## config.mk

```make
export PLATFORM = sky130hd
export DESIGN_NAME = i2c_eeprom_target
export DESIGN_NICKNAME = d
export VERILOG_FILES = /design/src/rtl/i2c_eeprom_pkg.sv /design/src/rtl/i2c_eeprom_target_line_sync.sv /design/src/rtl/i2c_eeprom_target.sv
export SDC_FILE = /design/constraint.sdc
export NUM_CORES = 1
export LEC_CHECK = 0
export ABC_AREA = 1
export BUFFER_PORTS_ARGS = -buffer_cell sky130_fd_sc_hd__buf_4
export CAP_MARGIN = 20
export CORE_MARGIN = 4
export CORE_UTILIZATION = 63
export CTS_CLUSTER_SIZE = 25
export DETAILED_ROUTE_END_ITERATION = 10
export PLACE_DENSITY = 0.9
export SYNTH_ARGS = -nofsm -noshare
export SYNTH_HDL_FRONTEND = slang
export SYNTH_SLANG_ARGS = --single-unit
```

## constraint.sdc

```tcl
create_clock -name clk -period 4.4 [get_ports clk]
set_input_delay 1.32 -clock clk [delete_from_list [all_inputs] [get_ports clk]]
set_output_delay 1.32 -clock clk [all_outputs]
set_load 0.02 [all_outputs]
```

## src/rtl/i2c_eeprom_pkg.sv

```systemverilog
// Shared types and constants for the I2C EEPROM target.
package i2c_eeprom_pkg;

   typedef enum logic [3:0] {
      IDLE, CTRL, ACK_CTRL, ADDR_HI, ACK_HI, ADDR_LO, ACK_LO,
      WDATA, ACK_W, RDATA, RACK, WAIT_STOP
   } state_t;

   localparam int ACK_BIT     = 8;   // bit counter value of the ACK slot
   localparam int CTRL_RW_BIT = 0;   // R/W flag position in the control byte

   // Ceiling log2, used to size the in-page part of the write pointer.
   function automatic int clog2(input int v);
      int r;
      r = 0;
      for (int i = 0; i < 31; i++)
         if ((1 << i) < v) r = i + 1;
      return r;
   endfunction

endpackage

```

## src/rtl/i2c_eeprom_target_line_sync.sv

```systemverilog
// SCL/SDA synchroniser with SCL edge and START/STOP condition detection.
module i2c_line_sync #(
   parameter int SYNC_STAGES = 2
) (
   input  logic clk,
   input  logic reset_l,
   input  logic i_scl,
   input  logic i_sda,
   output logic o_sda,
   output logic o_scl_rise,
   output logic o_scl_fall,
   output logic o_start,
   output logic o_stop
);

   logic [SYNC_STAGES-1:0] r_scl_sync, r_sda_sync;
   logic                   r_scl_d, r_sda_d;
   logic                   w_scl, w_sda;

   assign w_scl = r_scl_sync[SYNC_STAGES-1];
   assign w_sda = r_sda_sync[SYNC_STAGES-1];

   // Synchroniser chains plus one delay stage for edge detection; idle bus is high.
   always_ff @(posedge clk or negedge reset_l) begin
      if (!reset_l) begin
         r_scl_sync <= '1;
         r_sda_sync <= '1;
         r_scl_d    <= 1'b1;
         r_sda_d    <= 1'b1;
      end else begin
         r_scl_sync <= {r_scl_sync[SYNC_STAGES-2:0], i_scl};
         r_sda_sync <= {r_sda_sync[SYNC_STAGES-2:0], i_sda};
         r_scl_d    <= w_scl;
         r_sda_d    <= w_sda;
      end
   end

   assign o_sda      = w_sda;
   assign o_scl_rise = w_scl & ~r_scl_d;
   assign o_scl_fall = ~w_scl & r_scl_d;
   // SDA edges only count as bus conditions when SCL is stable high.
   assign o_start    = r_sda_d & ~w_sda & w_scl & r_scl_d;
   assign o_stop     = ~r_sda_d & w_sda & w_scl & r_scl_d;

endmodule

```

## src/rtl/i2c_eeprom_target.sv

```systemverilog
// 24Cxx-style EEPROM emulation on an I2C target: two address bytes,
// page-wrapping writes, full-space-wrapping sequential reads.
module i2c_eeprom_target
   import i2c_eeprom_pkg::*;
#(
   parameter logic [6:0] DEV_ADDR    = 7'h50,
   parameter int         ADDR_BITS   = 11,
   parameter int         PAGE_SIZE   = 32,
   parameter int         SYNC_STAGES = 2
) (
   input  logic                 clk,
   input  logic                 reset_l,
   input  logic                 scl_i,
   input  logic                 sda_i,
   output logic                 sda_oe,
   output logic [ADDR_BITS-1:0] mem_addr,
   output logic [7:0]           mem_wdata,
   output logic                 mem_we,
   output logic                 mem_re,
   input  logic [7:0]           mem_rdata,
   output logic                 busy,
   output logic                 wr_done
);

   localparam int PB = clog2(PAGE_SIZE);

   logic w_sda, w_rise, w_fall, w_start, w_stop;

   i2c_line_sync #(.SYNC_STAGES(SYNC_STAGES)) u_sync (
      .clk        (clk),
      .reset_l    (reset_l),
      .i_scl      (scl_i),
      .i_sda      (sda_i),
      .o_sda      (w_sda),
      .o_scl_rise (w_rise),
      .o_scl_fall (w_fall),
      .o_start    (w_start),
      .o_stop     (w_stop)
   );

   state_t                 r_st, w_st_n;
   logic [3:0]             r_cnt, w_cnt_n;
   logic [7:0]             r_shift, w_shift_n;
   logic [ADDR_BITS-1:0]   r_ptr, w_ptr_n;
   logic                   r_sda_oe, w_sda_oe_n;
   logic                   r_we, w_we_n;
   logic                   r_re, w_re_n;
   logic                   r_re_d;
   logic [ADDR_BITS-1:0]   r_addr, w_addr_n;
   logic [7:0]             r_wdata, w_wdata_n;
   logic                   r_busy, w_busy_n;
   logic                   r_wr_done, w_wr_done_n;
   logic                   r_wflag, w_wflag_n;
   logic                   r_rw, w_rw_n;

   logic [7:0]             w_byte;
   logic [PB-1:0]          w_pg_lo;
   logic [ADDR_BITS-1:0]   w_ptr_page;

   // Byte as it stands once the bit currently on SDA is shifted in.
   assign w_byte     = {r_shift[6:0], w_sda};
   // Writes only advance within the page; upper pointer bits hold.
   assign w_pg_lo    = r_ptr[PB-1:0] + PB'(1);
   assign w_ptr_page = {r_ptr[ADDR_BITS-1:PB], w_pg_lo};

   // State and datapath registers; reset returns everything to idle.
   always_ff @(posedge clk or negedge reset_l) begin
      if (!reset_l) begin
         r_st      <= IDLE;
         r_cnt     <= '0;
         r_shift   <= '0;
         r_ptr     <= '0;
         r_sda_oe  <= 1'b0;
         r_we      <= 1'b0;
         r_re      <= 1'b0;
         r_re_d    <= 1'b0;
         r_addr    <= '0;
         r_wdata   <= '0;
         r_busy    <= 1'b0;
         r_wr_done <= 1'b0;
         r_wflag   <= 1'b0;
         r_rw      <= 1'b0;
      end else begin
         r_st      <= w_st_n;
         r_cnt     <= w_cnt_n;
         r_shift   <= w_shift_n;
         r_ptr     <= w_ptr_n;
         r_sda_oe  <= w_sda_oe_n;
         r_we      <= w_we_n;
         r_re      <= w_re_n;
         r_re_d    <= r_re;
         r_addr    <= w_addr_n;
         r_wdata   <= w_wdata_n;
         r_busy    <= w_busy_n;
         r_wr_done <= w_wr_done_n;
         r_wflag   <= w_wflag_n;
         r_rw      <= w_rw_n;
      end
   end

   // Next-state and output decode; STOP beats START beats per-state bit handling.
   always_comb begin
      w_st_n      = r_st;
      w_cnt_n     = r_cnt;
      w_shift_n   = r_shift;
      w_ptr_n     = r_ptr;
      w_sda_oe_n  = r_sda_oe;
      w_we_n      = 1'b0;
      w_re_n      = 1'b0;
      w_addr_n    = r_addr;
      w_wdata_n   = r_wdata;
      w_busy_n    = r_busy;
      w_wr_done_n = 1'b0;
      w_wflag_n   = r_wflag;
      w_rw_n      = r_rw;

      // RAM data lands one clk after the read strobe.
      if (r_re_d) w_shift_n = mem_rdata;

      if (w_stop) begin
         w_st_n      = IDLE;
         w_sda_oe_n  = 1'b0;
         w_busy_n    = 1'b0;
         w_wr_done_n = r_wflag;
      end else if (w_start) begin
         w_st_n     = CTRL;
         w_cnt_n    = '0;
         w_sda_oe_n = 1'b0;
         w_wflag_n  = 1'b0;
      end else begin
         case (r_st)
            CTRL, ADDR_HI, ADDR_LO, WDATA: begin
               if (w_rise) begin
                  w_shift_n = w_byte;
                  w_cnt_n   = r_cnt + 4'd1;
                  if (r_cnt == 4'd7) begin
                     case (r_st)
                        CTRL: begin
                           if (w_byte[7:1] == DEV_ADDR) begin
                              w_st_n   = ACK_CTRL;
                              w_busy_n = 1'b1;
                              w_rw_n   = w_byte[CTRL_RW_BIT];
                              // Current-address read: fetch now, ready by the ACK fall.
                              if (w_byte[CTRL_RW_BIT]) begin
                                 w_re_n   = 1'b1;
                                 w_addr_n = r_ptr;
                                 w_ptr_n  = r_ptr + ADDR_BITS'(1);
                              end
                           end else begin
                              w_st_n = WAIT_STOP;
                           end
                        end
                        ADDR_HI: begin
                           w_ptr_n[ADDR_BITS-1:8] = w_byte[ADDR_BITS-9:0];
                           w_st_n = ACK_HI;
                        end
                        ADDR_LO: begin
                           w_ptr_n[7:0] = w_byte;
                           w_st_n = ACK_LO;
                        end
                        default: begin
                           w_we_n    = 1'b1;
                           w_addr_n  = r_ptr;
                           w_wdata_n = w_byte;
                           w_ptr_n   = w_ptr_page;
                           w_wflag_n = 1'b1;
                           w_st_n    = ACK_W;
                        end
                     endcase
                  end
               end
            end
            ACK_CTRL, ACK_HI, ACK_LO, ACK_W: begin
               // First fall asserts the ACK, second fall ends the slot.
               if (w_fall) begin
                  if (!r_sda_oe) begin
                     w_sda_oe_n = 1'b1;
                  end else begin
                     w_sda_oe_n = 1'b0;
                     w_cnt_n    = '0;
                     case (r_st)
                        ACK_CTRL: begin
                           if (r_rw) begin
                              // Slot-ending fall also presents the first read bit.
                              w_sda_oe_n = ~r_shift[7];
                              w_shift_n  = {r_shift[6:0], 1'b0};
                              w_cnt_n    = 4'd1;
                              w_st_n     = RDATA;
                           end else begin
                              w_st_n = ADDR_HI;
                           end
                        end
                        ACK_HI:  w_st_n = ADDR_LO;
                        default: w_st_n = WDATA;
                     endcase
                  end
               end
            end
            RDATA: begin
               if (w_fall) begin
                  if (r_cnt == 4'(ACK_BIT)) begin
                     w_sda_oe_n = 1'b0;
                     w_st_n     = RACK;
                  end else begin
                     w_sda_oe_n = ~r_shift[7];
                     w_shift_n  = {r_shift[6:0], 1'b0};
                     w_cnt_n    = r_cnt + 4'd1;
                  end
               end
            end
            RACK: begin
               if (w_rise) begin
                  if (!w_sda) begin
                     w_re_n   = 1'b1;
                     w_addr_n = r_ptr;
                     w_ptr_n  = r_ptr + ADDR_BITS'(1);
                     w_cnt_n  = '0;
                     w_st_n   = RDATA;
                  end else begin
                     w_st_n = WAIT_STOP;
                  end
               end
            end
            WAIT_STOP: w_sda_oe_n = 1'b0;
            default: ;
         endcase
      end
   end

   assign sda_oe    = r_sda_oe;
   assign mem_addr  = r_addr;
   assign mem_wdata = r_wdata;
   assign mem_we    = r_we;
   assign mem_re    = r_re;
   assign busy      = r_busy;
   assign wr_done   = r_wr_done;

endmodule

```

After elaboration in Yosys (flattened, before gate mapping)
Index checks and enable logic that the tools add are counted.
Storage, ports and cells
  bits in registers: 60
  input bits: 12
  output and inout port bits: 24
  word-level logic and storage cells: 198
Operators by class
  add/sub/neg operators: 3
  eq/ne operators: 40
  mux-type cells: 92
  bitwise gates (word level): 16
  reductions and logical operators: 27
Operator list (count)
  $mux W11: 12
  $mux W8: 10
  $mux W4: 19
  $pmux W11 S2: 3
  $pmux W8 S3: 2
  $mux W1: 38
  $pmux W4 S4: 2
  $reduce_and A10 Y1: 3
  $eq A4 B3 Y1 const B: 5
  $eq A4 B4 Y1 const B: 5
  $reduce_bool A2 Y1: 9
  $ne A4 B1 Y1 const B: 4
  $ne A3 B1 Y1 const B: 4
  $ne A3 B2 Y1 const B: 4
  $ne A4 B2 Y1 const B: 3
  $pmux W4 S3: 1
  $reduce_and A6 Y1: 2
  $add A11 B1 Y11 const B: 1
  $reduce_and A11 Y1: 1
  $ne A2 B2 Y1 const B: 5
  $reduce_bool A5 Y1: 2
  $ne A3 B3 Y1 const B: 3
  $reduce_and A9 Y1: 1
  $and A1 B1 Y1: 8
  20 further kinds: 31

Logic depth before layout (Yosys ltp)
  word-level depth: 8
  gate-level depth with buffers: 12
  depth with buffers taken out: 12

Modules after synthesis
A second synthesis with hierarchy kept.
Second synthesis, totals
  cell total of the unflattened synthesis: 470
  area, all modules: 3442.1 um^2
By module, submodules not included
  i2c_eeprom_target: times used 1, cells an instance 453, area each 3243.1 um^2, sequential area each 1351.3 um^2
  i2c_line_sync: times used 1, cells an instance 17, area each 198.9 um^2, sequential area each 157.7 um^2

Worst setup path before layout
OpenSTA, ideal clock, no wires.
  kind: register to output
  start point: reg r_sda_oe, in the netlist sda_oe
  end point: out sda_oe
  arrival: 461 ps
  required time: 3080 ps
  path slack: 2619 ps
  stages on the path, launching flop included: 1
  path buffers: 0
  path through: dfrtp_1
RTL lines
  start: declaration: line i2c_eeprom_target.sv:45  | logic r_sda_oe, w_sda_oe_n;
  start signal: assignment: line i2c_eeprom_target.sv:88  | r_sda_oe <= w_sda_oe_n;
  end: declaration: line i2c_eeprom_target.sv:15  | output logic sda_oe,
No word-level cell between the ends.

Worst setup path in the final report
  start point: reg u_sync.r_sda_sync[1]
  end point: reg r_addr[6], in the netlist mem_addr[6]
On the way
  word-level cells in the longest chain between the ends: 6
  elaborated cells on any way between the ends: 12
  classes of those cells: eq/ne (2); bitwise (9); reduce/logical (1)
Ends and longest elaborated chain
  start: declaration: line i2c_eeprom_target_line_sync.sv:16  | logic [SYNC_STAGES-1:0] r_scl_sync, r_sda_sync;
  start signal: assignment: line i2c_eeprom_target_line_sync.sv:32  | r_sda_sync <= {r_sda_sync[SYNC_STAGES-2:0], i_sda};
  $not A1 Y1: line i2c_eeprom_target_line_sync.sv:42  | assign o_start = r_sda_d & ~w_sda & w_scl & r_scl_d;
  $and A1 B1 Y1 (3 in a row): line i2c_eeprom_target_line_sync.sv:42
  $not A1 Y1 (no line)
  $reduce_and A10 Y1 (no line) *
  end signal: assignment: line i2c_eeprom_target.sv:92  | r_addr <= w_addr_n;
  end: declaration: line i2c_eeprom_target.sv:49  | logic [ADDR_BITS-1:0] r_addr, w_addr_n;
Every way passes the cells marked *; elsewhere a longest branch is shown, timed or not.
A chain may end at the register's enable or synchronous reset.

==> metrics.cfg <==
[clocking]
path_clk_slew_ns = 0.07
clock_path_buffers = 2
clkSinkCount = 60
cts-root-buf = clkbuf_8
postCtsSetupRepairBufs = 0
cts_hold_buf = 0
cts-htree-levels = 3
cts_buffers = 9
cts_resized = 0
clk_latency_ns = 0.36
cts_tree = yes

[outcome]
status = finished clean

[worst_setup_path]
critPathLaunchType = flip-flop
crit_path_max_fanout = 20
critical_path_arrival_ns = 2.89
worst_ep_required_time_ns = 4.64
critPathCaptureType = flip-flop
crit_type = flip-flop to flip-flop

[yosys]
async_flop_share = 1.000
synthTopCellsByCount = nand2_1 (118), dfrtp_1 (54), nor2_1 (48)
yosysMostFrequentCell = nand2_1
synth.area.top_cells = dfrtp_1 (39%), nand2_1 (13%), nand3_1 (6.2%), nor2_1 (5.2%), inv_1 (5.1%)
seq_area_frac_synth = 0.4376
synth_seq_cells = 60
syn_inst = 453
syn_nets = 468
yosys_warnings = 0
synth_top_area_cell = dfrtp_1
synth_flop_cell = dfrtp_1
synth-edff-count = 0
synth_area_sq_um = 3448
synth_cell_type_count = 40
avgSynthCellArea_sq_um = 7.612
synth_top_area_frac = 0.3919

[final_layout]
finalInstanceArea_sq_um = 3920
nets = 507
post_route_cells_drive_above_1_share = 0.2012
area_delta_synth_final_pct = 13.68
diodes = 0

[power]
power_leakage_nw = 1.954
p_seq_frac = 0.336
p_comb_frac = 0.489
switching_power_mw = 1.207
pwr-share-clk = 0.175
power_density_nw_per_um2 = 634.7
ir_worst_vdd_mv = 0.4330
switching_share = 0.4851
internal-power_mw = 1.281

[flow_run]
cap_viol_max_count = 0

[timing]
finalMaxSlewViolations = 0
finalCriticalPeriod_ns = 2.647
worstMarginPinSlew_ns = 0.7383
hold_viol = 0
setup_viol = 0
slew_headroom = 0.5078
setup_tns_ns = 0
finClkSkew_ns = 0.01098
rsz0062_at_grt = no
fmax_mhz = 377.8
period_share = 0.6016
hold_slack_ns = 0.3568

[die]
die_y_um = 81.99
row_count = 26
coreArea_sq_um = 5205
io_pins = 36
die_x_um = 81.99
dieArea_sq_um = 6722
start_util = 0.6625

[placed_design]
placed_area_sq_um = 3751
hpwl_um = 6133
gp_congestion = 0.9660
numPortBuffers = 35

[min_path]
hold_class = flip-flop to flip-flop

[grt]
grt_first_pass_wirelength_um = 14420
grt_pass1_vias = 3020
top_usage_layer = met2
gr-usage-met2 = 0.4435
grt_use_met1 = 0.3911
grt_max_degree = 61
grt_util_met3 = 0.06031
antenna_found_initial = 0
grt_use_total = 0.2842
grt-ovfl-total = 0

[routing]
drc_errors = 0
via_per_inst = 5.654
finalWirelength_um = 8426
vias = 3206
drtIter0Drc = 387
ant_nets = 0
wl_per_cell_um = 14.86
dr.pass1.iters = 5

[final timing paths]
kind                            depth (start not counted)                   end            startpoint  slack [ns]
worst max-delay path                                    7           mem_addr[6]  u_sync.r_sda_sync[1]        1.75
worst min-delay path                                    0  u_sync.r_scl_sync[1]  u_sync.r_scl_sync[0]        0.36
worst max register to register                          7           mem_addr[6]  u_sync.r_sda_sync[1]        1.75
worst min register to register                          0  u_sync.r_scl_sync[1]  u_sync.r_scl_sync[0]        0.36
max in group asynchronous                               1                  r_rw               reset_l        2.88
min in group asynchronous                               1              r_ptr[7]               reset_l        1.03
[area by class of cell]
type | count | area, sq um
Sequential cell | 60 | 1509
Fill cell | 417 | 1285
Timing Repair Buffer | 35 | 262.8
Inverter | 54 | 206.4
Tap cell | 70 | 87.58
Multi-Input combinational cell | 332 | 1685
Clock inverter | 6 | 41.29
Clock buffer | 10 | 127.6
[sequential cells by signal, indices dropped and copies added, names as in the netlist]
name               cells
busy                   1
mem_addr              11
mem_re                 1
mem_wdata              8
mem_we                 1
r_cnt                  4
r_ptr                 11
r_re_d                 1
r_rw                   1
r_shift                8
r_st                   4
r_wflag                1
sda_oe                 1
u_sync.r_scl_d         1
u_sync.r_scl_sync      2
u_sync.r_sda_d         1
u_sync.r_sda_sync      2
wr_done                1
[power groups by stage]
stage	combinational (mW)	sequential, mW	clock [mW]
4_1_cts	1.20	0.833	0.441
6_report	1.22	0.836	0.435
5_1_grt	1.36	0.855	0.462
2_1_floorplan	0.897	0.845	0
3_3_place_gp	1.15	0.835	0
3_5_place_dp	1.19	0.840	0
[layer usage]
| layer | part of all wire | wire length, um |
|---|---|---|
| met5 | 0 | 0 |
| met4 | 0.020 | 167 |
| met3 | 0.088 | 745 |
| met2 | 0.46 | 3844 |
| met1 | 0.44 | 3667 |
[layout by cell type (no fill, tap or decap), drive strengths merged, types with 3 or more instances in the layout]
cell,n
nor3,5
inv,53
ha,3
dfrtp,54
nand4,9
clkinv,4
xnor2,3
dfstp,6
xor2,5
a21oi,17
nand2,131
o21ai,45
clkbuf,10
clkinvlp,3
nand3,45
buf,35
nor2,56
[through the flow]
| step | instances | power, mW | setup WS, ns | utilization |
|---|---|---|---|---|
| 3_3_place_gp | 551 | 1.984 | 1.889 | 0.7207 |
| 6_report | 567 | 2.488 | 1.753 | 0.7531 |
| 3_5_place_dp | 551 | 2.032 | 1.800 | 0.7207 |
| 2_1_floorplan | 453 | 1.743 | 2.619 | - |
| 4_1_cts | 567 | 2.471 | 1.792 | 0.7531 |
| 5_1_grt | 567 | 2.681 | 1.511 | 0.7531 |
[kinds of logic (layout without fill, tap and decap cells)]
group / after synthesis / after routing / synth area share
and+or+nand+nor: 249 / 249 / 0.3295
AOI/OAI and AO/OA: 70 / 70 / 0.1223
DFF: 60 / 60 / 0.4376
xor gates and xnor gates: 8 / 8 / 0.02032
muxes: 2 / 2 / 0.005806
buffers and inverters: 61 / 105 / 0.07366
adders and majority gates: 3 / 3 / 0.01089
[critical path: stages (launching register included)]
cell and delay [ns]:
dfstp_2 0.58, inv_1 0.13, nand4_1 0.50, nand3_1 0.33
nor2_4 0.23, nand3_2 0.45, nand2_1 0.24, nand2_1 0.08
(Power assumes the default switching activity.)
